`config.mk`:
```
export PLATFORM = sky130hd
export DESIGN_NAME = conv_window_gen
export DESIGN_NICKNAME = d
export VERILOG_FILES = /design/src/rtl/conv_window_gen.sv
export SDC_FILE = /design/constraint.sdc
export NUM_CORES = 1
export LEC_CHECK = 0
export ABC_CLOCK_PERIOD_IN_PS = 4000
export BUFFER_PORTS_ARGS = -buffer_cell sky130_fd_sc_hd__buf_2
export CAP_MARGIN = 20
export CORE_MARGIN = 2
export CORE_UTILIZATION = 35
export DETAILED_ROUTE_END_ITERATION = 16
export GPL_TIMING_DRIVEN = 0
export PLACE_DENSITY_LB_ADDON = 0.3
export SLEW_MARGIN = 20
export SYNTH_ARGS = -nofsm -noshare
export SYNTH_HDL_FRONTEND = slang
export SYNTH_SLANG_ARGS = --single-unit
export TNS_END_PERCENT = 10
```
`constraint.sdc`:
```
create_clock -name clk -period 4 [get_ports clk]
set_clock_uncertainty 0.15 [all_clocks]
set_input_delay 0.4 -clock clk [delete_from_list [all_inputs] [get_ports clk]]
set_output_delay 0.4 -clock clk [all_outputs]
set_load 0.01 [all_outputs]
```
`src/rtl/conv_window_gen.sv`:
```
// 3x3 sliding window over three aligned row taps, with column/row tracking for valid/row/frame flags.
// Latency: window and flags are registered, 1 cycle after the newest column is accepted; en=0 stalls all state.
module conv_window_gen #(
    parameter int DATA_W = 8,
    parameter int COL_W  = 9,
    parameter int ROW_W  = 9
) (
    input  logic                clk,
    input  logic                rst_n,
    input  logic                en,
    input  logic [COL_W-1:0]    col,
    input  logic [ROW_W-1:0]    row,
    input  logic [DATA_W-1:0]   in_top,
    input  logic [DATA_W-1:0]   in_mid,
    input  logic [DATA_W-1:0]   in_bot,
    output logic [9*DATA_W-1:0] win,
    output logic                win_valid,
    output logic                row_end,
    output logic                frame_end
);

    logic [9*DATA_W-1:0] win_q, win_d;
    logic [COL_W-1:0]    col_cnt_q, col_cnt_d;
    logic [ROW_W-1:0]    row_cnt_q, row_cnt_d;
    logic                win_valid_q, win_valid_d;
    logic                row_end_q, row_end_d;
    logic                frame_end_q, frame_end_d;
    logic                last_col, last_row;

    always_comb begin
        last_col    = (col_cnt_q == col - COL_W'(1));
        last_row    = (row_cnt_q == row - ROW_W'(1));
        win_d       = win_q;
        col_cnt_d   = col_cnt_q;
        row_cnt_d   = row_cnt_q;
        // Flags use the pre-increment position of the pixel being accepted.
        win_valid_d = en && (col_cnt_q >= COL_W'(2)) && (row_cnt_q >= ROW_W'(2));
        row_end_d   = en && last_col;
        frame_end_d = en && last_col && last_row;
        if (en) begin
            for (int r = 0; r < 3; r++) begin
                win_d[DATA_W*(3*r)   +: DATA_W] = win_q[DATA_W*(3*r+1) +: DATA_W];
                win_d[DATA_W*(3*r+1) +: DATA_W] = win_q[DATA_W*(3*r+2) +: DATA_W];
            end
            win_d[DATA_W*2 +: DATA_W] = in_top;
            win_d[DATA_W*5 +: DATA_W] = in_mid;
            win_d[DATA_W*8 +: DATA_W] = in_bot;
            if (last_col) begin
                col_cnt_d = '0;
                row_cnt_d = last_row ? '0 : row_cnt_q + ROW_W'(1);
            end else begin
                col_cnt_d = col_cnt_q + COL_W'(1);
            end
        end
    end

    always_ff @(posedge clk or negedge rst_n) begin
        if (!rst_n) begin
            win_q       <= '0;
            col_cnt_q   <= '0;
            row_cnt_q   <= '0;
            win_valid_q <= 1'b0;
            row_end_q   <= 1'b0;
            frame_end_q <= 1'b0;
        end else begin
            win_q       <= win_d;
            col_cnt_q   <= col_cnt_d;
            row_cnt_q   <= row_cnt_d;
            win_valid_q <= win_valid_d;
            row_end_q   <= row_end_d;
            frame_end_q <= frame_end_d;
        end
    end

    assign win       = win_q;
    assign win_valid = win_valid_q;
    assign row_end   = row_end_q;
    assign frame_end = frame_end_q;

endmodule

```
* After elaboration in Yosys (flattened, before gate mapping) *
Index checks and enable logic that the tools add are counted.

operators by class
  add/sub/neg operators = 4
  order comparisons = 2
  eq/ne operators = 2
  muxes and demuxes = 2
  reductions and logical operators = 5

operator list
  cell                   count
  $add A9 B1 Y9 const B  2
  $eq A9 B9 Y1           2
  $ge A9 B2 Y1 const B   2
  $mux W9                2
  $sub A9 B1 Y9 const B  2
  $logic_and A1 B1 Y1    4
  $reduce_and A2 Y1      1

word-level totals
  bits in registers = 93
  bits of input ports = 45
  output and inout port bits = 75
  word-level logic and storage cells = 21

* Depth between registers and ports, before layout *
  depth after elaboration = 4
  mapped depth = 10
  gate-level depth less buffers = 9

* Worst setup path after synthesis *
OpenSTA, ideal clock, no wires.

  path kind = input-to-reg
  start = in row[0]
  end = reg row_cnt_q[1]
  setup time = 0.125 ns
  data arrival time = 2.136 ns
  data required time = 3.725 ns
  path slack = 1.589 ns
  cell stages on the path = 9
  path buffers = 1
  cell sequence = inv_1 -> ha_1 -> nor3b_1 -> a21oi_1 -> or4_1 -> a211oi_1 -> buf_2 -> nor2_1 -> mux2_2

between the ends
  word-level cells in the longest chain between the ends = 3

RTL lines
  item                  line  source
  start, declared       12    input logic [ROW_W-1:0] row,
  $sub A9 B1 Y9         32    last_row = (row_cnt_q == row - ROW_W'(1));
  $eq A9 B9 Y1          32
  $mux W9               50    row_cnt_d = last_row ? '0 : row_cnt_q + ROW_W'(1);
  end signal, assigned  68    row_cnt_q <= row_cnt_d;
  end, declared         24    logic [ROW_W-1:0] row_cnt_q, row_cnt_d;

Every way passes these cells.
A chain may end at the register's enable or synchronous reset.

* Worst setup path after layout *
  start = reg row_cnt_q[2]
  end = reg row_cnt_q[7]

between the ends
  word-level cells in the longest chain between the ends = 2
  elaborated cells between the ends (all ways) = 3
  those cells by class = 1 x add/sub; 1 x eq/ne; 1 x mux

RTL lines
  item                                           line
  $add A9 B1 Y9 or $eq A9 B9 Y1 (tied branches)  50, 32
  $mux W9 *                                      50

Mark *: on every way between the ends. The rest lies on a longest branch, timed or not.

==> results.yml <==
clock_network:
  ctsHoldBuffers: 1
  clk_pin_slew_ps: 70
  cts_buffers: 9
  cts_tree: "done"
  clockBufferDepth: 2
  cts_sinks: 93
  clk_latency_ps: 330
  htree_num_levels: 3
  cts_setup_buffers: 0
  cts_root_buf: "clkbuf_16"
  cts.repair.resized: 0
critical_path:
  crit_start: "row_cnt_q[2]$_DFFE_PN0P_"
  cp.required_ps: 4060
  r2r_end: "row_cnt_q[7]$_DFFE_PN0P_"
  crit_type: "flop to flop"
  arrival_ps: 2800
  r2r_slack_ps: 1260
  slowest_delay_ps: 530
  endpoint_kind: "flop"
  timing.rr.start: "row_cnt_q[2]$_DFFE_PN0P_"
  r2r.worst_path.cells: 9
  cp_slowest_cell: "or4_1"
  start_kind: "flop"
  cp_max_fo: 10
  crit_chain: "clkbuf_1, nand3b_1, o21ai_0, a21oi_1, or4_1, a211oi_1, buf_2, a2bb2oi_1, o31ai_2"
logic_synthesis:
  ys_types: 47
  synth_compound_area_frac: 0.0731
  syn_nets: 412
  ys_ff_latch: 93
  synth_flop_cell: "dfrtp_1"
  synth_top_family_by_area: "multiplexers"
  synthMuxAreaShare: 0.193
  synth_fa_ha_area_frac: 0.0169
  synth_area_um2: 4430
  synthArstFlopShare: 1.00
  synth_edf_count: 0
  synth_cells: 361
  synth_xor_area_frac: 0.0474
  syn_area_per_cell_um2: 12.3
  synth_simple_gate_area_frac: 0.115
  ys_warn_count: 0
  ys_seq_area_frac: 0.525
placed_design:
  gp_congestion: 0.815
  io_buffers: 119
  hpwlAfterDp_um: 7240
timing:
  hold_viol: 0
  max_freq_ghz: 0.365
  max-slew-margin-rel: 0.532
  tightest_slew_ps: 702
  period_needed_ps: 2740
  min_period_over_period: 0.684
  rsz0062_at_grt: "false"
  setup_tns_ps: 0
  final_max_slew_viol_count: 0
  setup_violations: 0
  hold_slack_ps: 146
global_routing:
  grt_overflow: 0
  grt_pass1_vias: 3326
  grt_pass1_wl_um: 16000
  antenna_found_initial: 0
  grt_max_degree: 50
  track_usage: 0.151
die:
  die_h_um: 117
  io_pins: 120
  rows: 41
  coreArea_um2: 12500
  start_util: 0.354
  dieArea_um2: 13600
  fp.dieW_um: 117
finish:
  drive_above_1_share: 0.460
  multi_input_area_um2: 1970
  seqCellArea_um2: 2330
  layout_common_cells: "buf_2, dfrtp_1, mux2_2, nand2_1, clkbuf_1"
  final_common_cell: "buf_2"
  fillCellCount: 1218
  area_growth_pct: 27.2
  final_net_count: 544
  diodes: 0
worst_hold_path:
  min_from: "in_mid[3]"
  whs_endpoint: "win[43]$_DFFE_PN0P_"
  holdPathStages: 2
  min_path_type: "input pin to flop"
route:
  routedWlPerCell_um: 14.7
  drt-initial-drc-count: 79
  drc: 0
  dr_total_vias: 3247
  vias_per_cell: 4.85
  ant_nets: 0
  drt-total-wl_um: 9830
  drtPass1Iterations: 4
pwr:
  p_leak_nw: 2.54
  p_per_area_nw_per_um2: 484
  max-vdd-ir-drop_v: 0.000246
flow_run:
  cap_viol_max_count: 0
status:
  status: "finished clean"
==> metrics by stage <==
step / utilization / power, mW / setup slack (ps) / instance area (µm²) / instances
after global placement: 0.419 / 1.74 / 1110 / 5240 / 652
after floorplan: - / 1.52 / 1590 / 4430 / 361
final: 0.450 / 2.73 / 1260 / 5640 / 670
after CTS: 0.450 / 2.77 / 1230 / 5640 / 670
after detailed placement: 0.422 / 1.77 / 916 / 5280 / 653
after global routing: 0.450 / 2.89 / 1020 / 5640 / 670
==> sequential cells by signal (all words and copies together) (netlist names) <==
signal and cells:
col_cnt_q 9, frame_end 1, row_cnt_q 9, row_end 1, win 72, win_valid 1
==> kinds of logic after synthesis <==
logic type | Yosys count
AND/OR/NAND/NOR | 90
flip-flops | 93
XOR/XNOR | 24
multiplexers | 76
buffers and inverters | 32
adder cells (fa/ha/maj) | 6
AO/OA/AOI/OAI | 40
==> layout make-up <==
type | count | share of cell area
inverter | 10 | 0.00666
clock inverter | 5 | 0.0189
sequential | 93 | 0.413
tap | 172 | 0.0382
multi-input combinational | 236 | 0.350
buffer | 22 | 0.0169
timing repair buffer | 121 | 0.113
clock buffer | 11 | 0.0431
==> critical path, delay by kind of cell, from the launching register on <==
| kind | cells | cell delay, ps |
|---|---|---|
| AOI/OAI and AO/OA | 5 | 850 |
| DFF | 1 | 360 |
| and+or+nand+nor | 2 | 640 |
| buffers and inverters | 2 | 630 |
==> Yosys cell counts (all sizes together), types with 2 or more instances <==
cell	n	area, µm²
buf	4	26.3
inv	10	37.5
nor4	6	67.6
or2	2	12.5
nor4b	2	17.5
nand4	2	12.5
xor2	11	96.3
dfrtp	93	2330
xnor2	13	114
mux2	76	856
nor2b	2	12.5
a31oi	3	18.8
ha	6	75.1
a21o	4	30.0
a21oi	3	15.0
nor3	7	40.0
nand2	20	75.1
o31ai	6	75.1
nor2	16	60.1
nor3b	4	30.0
nand3	14	70.1
nand3b	3	22.5
nand2b	3	18.8
a2bb2oi	7	61.3
and3	4	25.0
o21ai	7	35.0
clkbuf	18	68.8
o211ai	2	15.0
==> power by group <==
| group | total, mW | internal (mW) | switching, mW |
|---|---|---|---|
| combinational | 0.557 | 0.272 | 0.285 |
| clock | 0.986 | 0.631 | 0.356 |
| sequential | 1.18 | 1.08 | 0.103 |
==> routing by layer <==
metal | up-vias | wire [µm] | GRT usage | share of wire
met5 | - | 0 | 0 | 0
met2 | 90 | 4700 | 0.245 | 0.48
li1 | 1547 | - | - | -
met3 | 12 | 731 | 0.0519 | 0.074
met4 | 0 | 133 | 0.0533 | 0.014
met1 | 1598 | 4260 | 0.189 | 0.43
==> worst max-delay path by stage <==
stage,end,cells past startpoint
2_1_floorplan,row_cnt_q[1]$_DFFE_PN0P_,9
3_3_place_gp,row_cnt_q[1]$_DFFE_PN0P_,10
3_5_place_dp,row_cnt_q[7]$_DFFE_PN0P_,10
4_1_cts,row_cnt_q[7]$_DFFE_PN0P_,9
5_1_grt,row_cnt_q[5]$_DFFE_PN0P_,9
6_report,row_cnt_q[7]$_DFFE_PN0P_,9
(Power assumes the default switching activity.)
